===== src/rtl/shared_counters_pkg.sv =====
// Shared definitions for the shared counter bank host: bank command
// encodings, client request opcodes and the host FSM state set.
package shared_counters_pkg;

    localparam logic [2:0] CMD_IDLE    = 3'b000;
    localparam logic [2:0] CMD_INC     = 3'b001;
    localparam logic [2:0] CMD_NEW     = 3'b010;
    localparam logic [2:0] CMD_DEALLOC = 3'b011;
    localparam logic [2:0] CMD_LOAD    = 3'b100;
    localparam logic [2:0] CMD_READ    = 3'b101;

    typedef enum logic [1:0] {
        OP_NEW     = 2'd0,
        OP_DEALLOC = 2'd1,
        OP_INC     = 2'd2,
        OP_READ    = 2'd3
    } req_op_e;

    typedef enum logic [2:0] {
        ST_IDLE        = 3'd0,
        ST_NEW_CMD     = 3'd1,
        ST_WAIT_ALLOC  = 3'd2,
        ST_DEALLOC_CMD = 3'd3,
        ST_INC_RUN     = 3'd4,
        ST_READ_RUN    = 3'd5,
        ST_GAP         = 3'd6,
        ST_RESP        = 3'd7
    } state_e;

    // True for bank commands that address a counter through the id port.
    // LOAD is listed for completeness even though this host never issues it.
    function automatic logic cmd_uses_id(input logic [2:0] cmd);
        logic r;
        case (cmd)
            CMD_INC, CMD_DEALLOC, CMD_READ, CMD_LOAD: r = 1'b1;
            default:                                  r = 1'b0;
        endcase
        return r;
    endfunction

endpackage


===== src/rtl/shared_counters_rd_asm.sv =====
// Read reassembly: places G-bit read beats into a W-bit word, LSB chunk
// first, and flags any beat that no longer fits.
module shared_counters_rd_asm
    import shared_counters_pkg::*;
#(
    parameter int G = 4,
    parameter int W = 32
) (
    input  logic         clk,
    input  logic         rst_n,
    input  logic         clear_i,
    input  logic         beat_i,
    input  logic [G-1:0] chunk_i,
    output logic [W-1:0] data_o,
    output logic         ovf_o
);

    localparam int NB = W / G;
    localparam int CW = $clog2(NB + 1);
    localparam logic [CW-1:0] NB_C = CW'(NB);

    logic [CW-1:0] cnt_q, cnt_d;
    logic [W-1:0]  data_q, data_d;
    logic          ovf_q, ovf_d;

    // Beat placement: the counter saturates at NB, beyond which beats are dropped
    always_comb begin
        cnt_d  = cnt_q;
        data_d = data_q;
        ovf_d  = ovf_q;
        if (clear_i) begin
            cnt_d  = {CW{1'b0}};
            data_d = {W{1'b0}};
            ovf_d  = 1'b0;
        end else if (beat_i) begin
            if (cnt_q == NB_C) begin
                ovf_d = 1'b1;
            end else begin
                for (int k = 0; k < NB; k++) begin
                    if (cnt_q == CW'(k)) begin
                        data_d[k*G +: G] = chunk_i;
                    end else begin
                        data_d[k*G +: G] = data_q[k*G +: G];
                    end
                end
                cnt_d = cnt_q + CW'(1);
            end
        end else begin
            cnt_d = cnt_q;
        end
    end

    // Reassembly state registers
    always_ff @(posedge clk or negedge rst_n) begin
        if (!rst_n) begin
            cnt_q  <= {CW{1'b0}};
            data_q <= {W{1'b0}};
            ovf_q  <= 1'b0;
        end else begin
            cnt_q  <= cnt_d;
            data_q <= data_d;
            ovf_q  <= ovf_d;
        end
    end

    assign data_o = data_q;
    assign ovf_o  = ovf_q;

endmodule


===== src/rtl/shared_counters_host.sv =====
// Host-side initiator for the shared counter bank: accepts one client
// operation at a time, sequences the bank command port and returns a
// single response with error reporting.
module shared_counters_host
    import shared_counters_pkg::*;
#(
    parameter int N       = 10,
    parameter int G       = 4,
    parameter int W       = 32,
    parameter int TIMEOUT = 64,
    localparam int IDW    = $clog2(N)
) (
    input  logic           clk,
    input  logic           rst_n,
    input  logic           req_valid,
    output logic           req_ready,
    input  logic [1:0]     req_op,
    input  logic [IDW-1:0] req_id,
    input  logic [31:0]    req_arg,
    output logic           rsp_valid,
    input  logic           rsp_ready,
    output logic [1:0]     rsp_op,
    output logic [IDW:0]   rsp_id,
    output logic [W-1:0]   rsp_data,
    output logic           rsp_err,
    output logic [2:0]     command_in,
    output logic [IDW-1:0] id,
    output logic [31:0]    new_counter_size,
    input  logic [IDW:0]   allocation_id,
    input  logic           valid_allocation_id,
    input  logic [G-1:0]   rdata_out,
    input  logic           valid_data_out,
    input  logic           last
);

    localparam int TW = $clog2(TIMEOUT + 1);
    localparam logic [TW-1:0] TMO_LAST = TW'(TIMEOUT - 1);
    localparam logic [IDW:0]  N_ID     = (IDW+1)'(N);

    state_e         state_q, state_d;
    logic [31:0]    inc_q, inc_d;
    logic [TW-1:0]  tmo_q, tmo_d;
    logic [IDW-1:0] req_id_q, req_id_d;
    logic [1:0]     rsp_op_q, rsp_op_d;
    logic [IDW:0]   rsp_id_q, rsp_id_d;
    logic           rsp_err_q, rsp_err_d;
    logic           req_ready_q, req_ready_d;
    logic           rsp_valid_q, rsp_valid_d;
    logic [2:0]     cmd_q, cmd_d;
    logic [IDW-1:0] id_q, id_d;
    logic [31:0]    size_q, size_d;
    logic           clear_s, beat_s, asm_ovf_s;
    logic [W-1:0]   asm_data_s;

    shared_counters_rd_asm #(.G(G), .W(W)) u_rd_asm (
        .clk     (clk),
        .rst_n   (rst_n),
        .clear_i (clear_s),
        .beat_i  (beat_s),
        .chunk_i (rdata_out),
        .data_o  (asm_data_s),
        .ovf_o   (asm_ovf_s)
    );

    // FSM next state, request latch, wait timer and response bookkeeping
    always_comb begin
        state_d   = state_q;
        inc_d     = inc_q;
        tmo_d     = tmo_q;
        req_id_d  = req_id_q;
        rsp_op_d  = rsp_op_q;
        rsp_id_d  = rsp_id_q;
        rsp_err_d = rsp_err_q;
        clear_s   = 1'b0;
        beat_s    = 1'b0;
        case (state_q)
            ST_IDLE: begin
                if (req_valid && req_ready_q) begin
                    clear_s   = 1'b1;
                    req_id_d  = req_id;
                    rsp_op_d  = req_op;
                    rsp_id_d  = {1'b0, req_id};
                    rsp_err_d = 1'b0;
                    inc_d     = req_arg;
                    tmo_d     = {TW{1'b0}};
                    case (req_op)
                        OP_NEW:     state_d = ST_NEW_CMD;
                        OP_DEALLOC: state_d = ST_DEALLOC_CMD;
                        OP_INC:     state_d = ST_INC_RUN;
                        OP_READ:    state_d = ST_READ_RUN;
                        default:    state_d = ST_IDLE;
                    endcase
                end else begin
                    state_d = ST_IDLE;
                end
            end
            ST_NEW_CMD: begin
                state_d = ST_WAIT_ALLOC;
            end
            ST_WAIT_ALLOC: begin
                if (valid_allocation_id) begin
                    rsp_id_d = allocation_id;
                    if (allocation_id >= N_ID) begin
                        rsp_err_d = 1'b1;
                    end else begin
                        rsp_err_d = rsp_err_q;
                    end
                    state_d = ST_RESP;
                end else if (tmo_q == TMO_LAST) begin
                    rsp_err_d = 1'b1;
                    state_d   = ST_GAP;
                end else begin
                    tmo_d = tmo_q + TW'(1);
                end
            end
            ST_DEALLOC_CMD: begin
                state_d = ST_GAP;
            end
            ST_INC_RUN: begin
                // inc_q counts the command cycles still to issue; zero on entry means none
                if (inc_q == 32'd0) begin
                    state_d = ST_RESP;
                end else begin
                    inc_d = inc_q - 32'd1;
                    if (inc_q == 32'd1) begin
                        state_d = ST_GAP;
                    end else begin
                        state_d = ST_INC_RUN;
                    end
                end
            end
            ST_READ_RUN: begin
                if (valid_data_out) begin
                    beat_s = 1'b1;
                    tmo_d  = {TW{1'b0}};
                    if (last) begin
                        state_d = ST_GAP;
                    end else begin
                        state_d = ST_READ_RUN;
                    end
                end else if (tmo_q == TMO_LAST) begin
                    rsp_err_d = 1'b1;
                    state_d   = ST_GAP;
                end else begin
                    tmo_d = tmo_q + TW'(1);
                end
            end
            ST_GAP: begin
                // Read overflow is folded in here, after the final beat has been placed
                rsp_err_d = rsp_err_q | asm_ovf_s;
                state_d   = ST_RESP;
            end
            ST_RESP: begin
                if (rsp_ready) begin
                    state_d = ST_IDLE;
                end else begin
                    state_d = ST_RESP;
                end
            end
            default: begin
                state_d = ST_IDLE;
            end
        endcase
    end

    // Bank-side and handshake outputs derived from the upcoming state
    always_comb begin
        case (state_d)
            ST_NEW_CMD:     cmd_d = CMD_NEW;
            ST_DEALLOC_CMD: cmd_d = CMD_DEALLOC;
            ST_READ_RUN:    cmd_d = CMD_READ;
            ST_INC_RUN: begin
                if (inc_d != 32'd0) begin
                    cmd_d = CMD_INC;
                end else begin
                    cmd_d = CMD_IDLE;
                end
            end
            default:        cmd_d = CMD_IDLE;
        endcase
        if (cmd_uses_id(cmd_d)) begin
            id_d = req_id_d;
        end else begin
            id_d = {IDW{1'b0}};
        end
        if (cmd_d == CMD_NEW) begin
            size_d = req_arg;
        end else begin
            size_d = 32'd0;
        end
        req_ready_d = (state_d == ST_IDLE);
        rsp_valid_d = (state_d == ST_RESP);
    end

    // State and registered output stage
    always_ff @(posedge clk or negedge rst_n) begin
        if (!rst_n) begin
            state_q     <= ST_IDLE;
            inc_q       <= 32'd0;
            tmo_q       <= {TW{1'b0}};
            req_id_q    <= {IDW{1'b0}};
            rsp_op_q    <= 2'd0;
            rsp_id_q    <= {(IDW+1){1'b0}};
            rsp_err_q   <= 1'b0;
            req_ready_q <= 1'b1;
            rsp_valid_q <= 1'b0;
            cmd_q       <= CMD_IDLE;
            id_q        <= {IDW{1'b0}};
            size_q      <= 32'd0;
        end else begin
            state_q     <= state_d;
            inc_q       <= inc_d;
            tmo_q       <= tmo_d;
            req_id_q    <= req_id_d;
            rsp_op_q    <= rsp_op_d;
            rsp_id_q    <= rsp_id_d;
            rsp_err_q   <= rsp_err_d;
            req_ready_q <= req_ready_d;
            rsp_valid_q <= rsp_valid_d;
            cmd_q       <= cmd_d;
            id_q        <= id_d;
            size_q      <= size_d;
        end
    end

    assign req_ready        = req_ready_q;
    assign rsp_valid        = rsp_valid_q;
    assign rsp_op           = rsp_op_q;
    assign rsp_id           = rsp_id_q;
    assign rsp_data         = asm_data_s;
    assign rsp_err          = rsp_err_q;
    assign command_in       = cmd_q;
    assign id               = id_q;
    assign new_counter_size = size_q;

endmodule

===== config.mk =====
export PLATFORM = sky130hd
export DESIGN_NAME = shared_counters_host
export DESIGN_NICKNAME = d
export VERILOG_FILES = /design/src/rtl/shared_counters_pkg.sv /design/src/rtl/shared_counters_rd_asm.sv /design/src/rtl/shared_counters_host.sv
export SDC_FILE = /design/constraint.sdc
export NUM_CORES = 1
export LEC_CHECK = 0
export BUFFER_PORTS_ARGS = -buffer_cell sky130_fd_sc_hd__buf_2
export CAP_MARGIN = 15
export CORE_AREA = 2 2 131 133
export CTS_CLUSTER_SIZE = 40
export DETAILED_ROUTE_END_ITERATION = 10
export DIE_AREA = 0 0 133 135
export PLACE_DENSITY = 0.6
export SETUP_SLACK_MARGIN = 0.05
export SKIP_LAST_GASP = 1
export SLEW_MARGIN = 10
export SYNTH_ARGS = -nofsm -noshare
export SYNTH_HDL_FRONTEND = slang
export SYNTH_SLANG_ARGS = --single-unit

===== constraint.sdc =====
create_clock -name clk -period 6.6 [get_ports clk]
set_input_delay 0.33 -clock clk [delete_from_list [all_inputs] [get_ports clk]]
set_output_delay 0.33 -clock clk [all_outputs]
set_load 0.1 [all_outputs]

==> results of run 1 <==
==> power breakdown <==
group,leakage [nW],internal [mW],total [mW],switching [mW]
Clock,0.266,0.545,0.890,0.345
Combinational,1.78,0.436,2.10,1.66
Sequential,1.72,1.05,1.27,0.220
Total,3.76,2.03,4.26,2.23
==> worst max-delay path, cell delays in order (launching register included) <==
cell and delay, ns:
dfrtp_1 0.53, nor2_1 0.33, and3_2 0.53, buf_4 0.62
o21ai_0 0.21, nand4_1 0.25, and3_1 0.21, nor2b_1 0.74
buf_4 0.35, and2_1 0.16
==> worst min-delay path by stage <==
stage          start                   to  slack [ns]  cells after the start
2_1_floorplan  rst_n        command_in[0]        0.03                      0
3_3_place_gp   rst_n  new_counter_size[6]        0.45                      1
3_5_place_dp   rst_n  new_counter_size[5]        0.45                      1
4_1_cts        rst_n  new_counter_size[5]       0.005                      1
5_1_grt        rst_n  new_counter_size[5]        0.02                      1
6_report       rst_n  new_counter_size[5]       -0.04                      1
==> state kept, by name, summed over array words and instances, names as in the netlist <==
name,count
inc_q,32
new_counter_size,32
u_rd_asm.data_o,32
tmo_q,7
rsp_id,5
id,4
req_id_q,4
u_rd_asm.cnt_q,4
command_in,3
state_q,3
rsp_op,2
req_ready,1
rsp_err,1
rsp_valid,1
u_rd_asm.ovf_o,1
==> Yosys cell counts, types with 8 or more instances <==
master / n
a21oi_1: 41
mux2i_1: 9
nand2_1: 99
ha_1: 8
clkbuf_1: 30
inv_1: 11
o31ai_1: 8
and3_1: 9
nor4_1: 11
o211ai_1: 8
nand3_1: 44
dfrtp_1: 131
nor3_1: 21
or4_1: 8
nor2_1: 57
o21ai_0: 24
nand4_1: 18
and2_1: 39
==> through the flow <==
stage          hold slack [ns]  power (mW)  setup slack [ns]
2_1_floorplan          0.03441       2.901             3.394
3_3_place_gp            0.4544       3.334             2.690
3_5_place_dp            0.4532       3.367             2.550
4_1_cts               0.005357       4.264             2.515
5_1_grt                0.02487       4.463             2.122
6_report              -0.04242       4.263             2.572
==> routing by layer <==
metal	track usage	vias to the layer above	share of wire
met3	0.05518	45	0.062
met2	0.3673	248	0.49
met5	0	-	0
met4	0.08781	0	0.024
met1	0.2955	2908	0.43
li1	-	2743	-
==> layout make-up <==
type,count,area (sq um),share of cell area
clock buffers,24,481.7,0.06106
clock inverters,8,76.32,0.009675
inverters,11,41.29,0.005234
multi-input cells,504,2973,0.3768
flip-flops and latches,132,3304,0.4189
well taps,220,275.3,0.03489
repair buffers,142,737.0,0.09342
==> cells by family after synthesis <==
family / synth area share
multiplexers: 0.01563
adder cells (fa/ha/maj): 0.01544
AO/OA/AOI/OAI: 0.1484
buffers and inverters: 0.03262
AND/OR/NAND/NOR: 0.2673
XOR/XNOR: 0.01081
flip-flops: 0.5097
==> reports/summary.txt, run 1 <==
share of the synthesized area in the top cell type -> 0.5057
Tot GR Track Use -> 0.2269
post-cts resize count -> 0
CTS Buf Count -> 17
WS Path Type -> reg2reg
Avg Inst Size Synth -> 9.409 sq um
top_reg_cell synth -> dfrtp_1
outcome -> finished, violations left
number of core rows -> 47
Port-buffer cells -> 134
number of synthesized register bits -> 132
CP required -> 6.96 ns
YS warnings -> 0
Peak supply drop -> 0.0003677 V
post-synth top area cell -> dfrtp_1
Cells after Synth -> 689
worst skew pair latency -> 0.43 ns
Worst Setup SP -> state_q[1]
hold_buf cts -> 0
vias in the first global route -> 5811
period utilisation layout -> 0.6103
Layout Cells excl Fill -> 1041
RSZ-0062 raised after global routing -> false
crit path max fanout -> 62
Layout area overhead -> 21.69%
Max Fclk -> 248.3 MHz
Leak -> 3.762 nW
Die Ht -> 135 um
clk_skew -> 0.006062 ns
placed cell count -> 1009
commonest non-fill, non-tap cell in the layout -> buf_2
r2r setup slk -> 2.57 ns
CTS tree -> yes
DR vias/cell -> 5.710
DRT Pass-1 Iters -> 5
Hold Vio Cnt, Final -> 28
critical path arrival -> 4.39 ns
CTS root buffer -> clkbuf_16
post-detailed-route count of antenna-violating nets -> 0
Initial DRC Count -> 523
Die W -> 133 um
Slew Viols, Final -> 0
post-synthesis sequential area ratio -> 0.5097
global-route wire length before repair -> 31.55 mm
worst r2r path cells -> 9
Remaining DRCs -> 0
most frequent cells in the layout -> buf_2 (133), dfrtp_1 (131), nand2_1 (99), nor2_1 (57), nand3_1 (44)
ranking of synthesized cells by area -> dfrtp_1 (51%), nand2_1 (5.7%), and2_1 (3.8%), nand3_1 (3.4%), nor2_1 (3.3%)
PwrDens -> 540.3 mW/mm^2
Post-synth EDFFs -> 0
largest net degree at the start of global routing -> 88
H-tree depth -> 4
Sum Neg Setup Slack -> 0 ns
DR vias -> 5944
core area -> 0.01641 sq mm
CP Launch Type -> flip-flop
gp weighted congestion -> 0.9440
violated checks -> negative hold slack
hpwl dp -> 14.53 mm
Filler cells -> 1576
antenna violations before repair -> 0
Longest Clk Path Bufs -> 2
post-layout util -> 0.4808
Max-Slew Margin vs Limit -> 0.3763
worst min path class -> in2async
wire per inst -> 19.20 um
asr flop ratio synth -> 1.000
post-route cell area -> 0.007889 sq mm
Placed Area -> 0.007331 sq mm
Initial Utilization -> 0.3951
syn_nets -> 751
total global routing overflow -> 0
nets@finish -> 870
CP Capture Point -> new_counter_size[13]
Top Ports -> 135
Worst Setup End Kind -> flip-flop
reg2reg start -> state_q[1]
Max Cap Viol -> 0
Post-CTS Repair Setup Buffers -> 0
share of cells above drive strength 1 -> 0.2314
Final setup viols -> 0
clock sink count -> 132
die area -> 0.01796 sq mm
RR Endpoint -> new_counter_size[13]
final WL -> 19.99 mm
Clock transition at path regs -> 0.05 ns
Netlist cell types -> 67
synthesized area -> 0.006482 sq mm
Tmin final -> 4.028 ns
worst hold slack -> -0.04242 ns
worst slew pin tran -> 0.9336 ns
ant diodes -> 0
Power figures use the tool's default switching activity.
==> run 2, diff against run 1 <==
- PLACE_DENSITY: 0.6 -> 0.62
- clock period: 6.6 -> 3.64 ns (I/O delays scaled with it)
==> run 2 against run 1 <==
Net effect:
- the run now ends clean
- non-clock buffer count is 51 higher
- combinational power is 91% higher
- utilization is 3.1 points higher
- via count is 1.9% higher
- highest routed layer unchanged
- largest power group unchanged
- setup slack worse by 2.4 ns
==> reports/summary.txt, run 2 (synthesis results as in run 1) <==
Slew Viols, Final -> 0 (unchanged)
worst slew pin tran -> 1.001 ns (+0.06788 ns)
CTS Buf Count -> 17 (unchanged)
Longest Clk Path Bufs -> 2 (unchanged)
Clk pwr share -> 0.219 (+0.010)
Filler cells -> 1511 (-4.1%)
Placed Area -> 0.007528 sq mm (+2.7%)
commonest non-fill, non-tap cell in the layout -> buf_2
share of cells above drive strength 1 -> 0.2626 (+0.03119)
RR Endpoint -> id[3]
Clock transition at path regs -> 0.06 ns (about the same)
Psw -> 4.095 mW (+84%)
wire per inst -> 18.43 um (-4.0%)
Leak -> 4.028 nW (+7.1%)
number of core rows -> 47 (unchanged)
Remaining DRCs -> 0 (unchanged)
post-detailed-route count of antenna-violating nets -> 0 (unchanged)
vias in the first global route -> 5940 (+2.2%)
Max Fclk -> 291.0 MHz (+17%)
WS Path Type -> reg2reg
Top Ports -> 135 (unchanged)
outcome -> finished, final reports clean
Sum Neg Setup Slack -> 0 ns (unchanged)
clk_skew -> 0.01004 ns (+0.003979 ns)
largest net degree at the start of global routing -> 82 (-6.8%)
DRT Pass-1 Iters -> 5 (unchanged)
global-route wire length before repair -> 31.72 mm (+0.55%)
die area -> 0.01796 sq mm (unchanged)
Peak supply drop -> 0.0004574 V (+24%)
combinational share of power -> 0.501 (+0.009)
H-tree depth -> 4 (unchanged)
clock sink count -> 132 (unchanged)
Die Ht -> 135 um (unchanged)
CP delay by family, top -> simple AND/OR/NAND/NOR gates
RSZ-0062 raised after global routing -> false
final WL -> 20.13 mm (+0.72%)
core area -> 0.01641 sq mm (unchanged)
Worst Hold Launch -> req_arg[3]
Reg power frac -> 0.281 (-0.018)
Worst Setup End Kind -> flip-flop
ant diodes -> 0 (unchanged)
worst skew pair latency -> 0.42 ns (about the same)
hpwl dp -> 14.40 mm (-0.87%)
CTS tree -> yes
period utilisation layout -> 0.9441 (+0.3337)
DR vias/cell -> 5.547 (-2.9%)
Layout area overhead -> 29.67%
total global routing overflow -> 0 (unchanged)
WHS Endpoint -> new_counter_size[3]
post-route cell area -> 0.008406 sq mm (+6.6%)
antenna violations before repair -> 0 (unchanged)
worst r2r path cells -> 13 (+4)
CP Buf/Inv Count -> 3 (+1)
Sw Share -> 0.5117 (-0.01111)
gp weighted congestion -> 0.9454 (+0.15%)
Initial Utilization -> 0.3951 (unchanged)
critical path arrival -> 3.72 ns (-0.67 ns)
nets@finish -> 921 (+5.9%)
crit-path max cell delay -> 0.49 ns (-0.25 ns)
Max stage delay cell, worst path -> or4b_4
post-layout util -> 0.5123 (+0.03149)
Final setup viols -> 0 (unchanged)
CP Cell Sequence -> inv_1 > ha_2 > or4b_4 > buf_4 > nor3_2 > o21ai_0 > buf_4 > o21ai_0 > o311ai_0 > nor4_1 > nand4_1 > o31ai_4 > a21oi_1
crit path max fanout -> 5 (-92%)
CP required -> 3.93 ns (-3.03 ns)
most frequent cells in the layout -> buf_2 (133), dfrtp_1 (131), nand2_1 (99), nor2_1 (57), nand3_1 (44)
Hold Crit Depth -> 2
reg2reg start -> inc_q[1]
r2r setup slk -> 0.20 ns (-2.37 ns)
worst min path class -> in2reg
CTS root buffer -> clkbuf_16
Max Cap Viol -> 0 (unchanged)
Tot GR Track Use -> 0.2290 (+0.002118)
PwrDens -> 951.9 mW/mm^2 (+76%)
cell-internal power -> 3.907 mW (+92%)
Place WS -> 0.1465 ns (-2.403 ns)
Port-buffer cells -> 134 (unchanged)
Die W -> 133 um (unchanged)
Initial DRC Count -> 587 (+12%)
Tmin final -> 3.436 ns (-0.5918 ns)
Max-Slew Margin vs Limit -> 0.3294 (-0.04689)
Worst Setup Slack, final -> 0.2036 ns (-2.368 ns)
Hold Vio Cnt, Final -> 0 (-100%)
DR vias -> 6057 (+1.9%)
CP Launch Type -> flip-flop
run 2: how the worst max path moves through the flow:
stage	slack (ns)	from	end	depth (start not counted)
after floorplan	0.43	inc_q[1]	id[0]	12
after global placement	0.20	inc_q[5]	id[3]	9
after detailed placement	0.15	inc_q[5]	id[3]	9
after CTS	0.13	inc_q[5]	id[3]	9
after global routing	0.06	inc_q[1]	id[3]	11
final	0.20	inc_q[1]	id[3]	13
run 2: power by group through the flow:
stage / logic [mW] / registers (mW) / clock network (mW)
finish: 4.01 / 2.25 / 1.75
global route: 4.23 / 2.30 / 1.85
CTS: 3.96 / 2.24 / 1.78
detailed placement: 3.93 / 2.26 / 0
global placement: 3.92 / 2.25 / 0
floorplan: 1.29 / 3.97 / 0
run 2: per-layer routing:
layer  share of wire  track usage
met1            0.42       0.3014
met2            0.48       0.3549
met3           0.069      0.05893
met4           0.031       0.1081
met5               0            0
run 2: metrics by stage:
step	total power, mW	hold WS (ns)	cells
detailed placement	6.185	0.2918	1035
global placement	6.173	0.2820	1035
global route	8.376	0.006552	1092
CTS	7.976	0.001411	1090
finish	8.002	0.01070	1092
floorplan	5.260	-0.1136	689
run 2: timing repair:
action	4_1_cts	5_1_grt
resized for setup	0	8
hold endpoints to repair	101	0
hold buffers	23	0
endpoints found under the setup margin	0	5
buffers inserted	0	2
run 2: final cells by class:
cell class | count | area, sq um | area share
clock buffers | 20 | 446.7 | 0.05314
clock inverters | 12 | 155.1 | 0.01846
inverters | 11 | 41.29 | 0.004912
multi-input cells | 504 | 3005 | 0.3575
flip-flops and latches | 132 | 3304 | 0.3931
well taps | 220 | 275.3 | 0.03275
repair buffers | 193 | 1177 | 0.1401
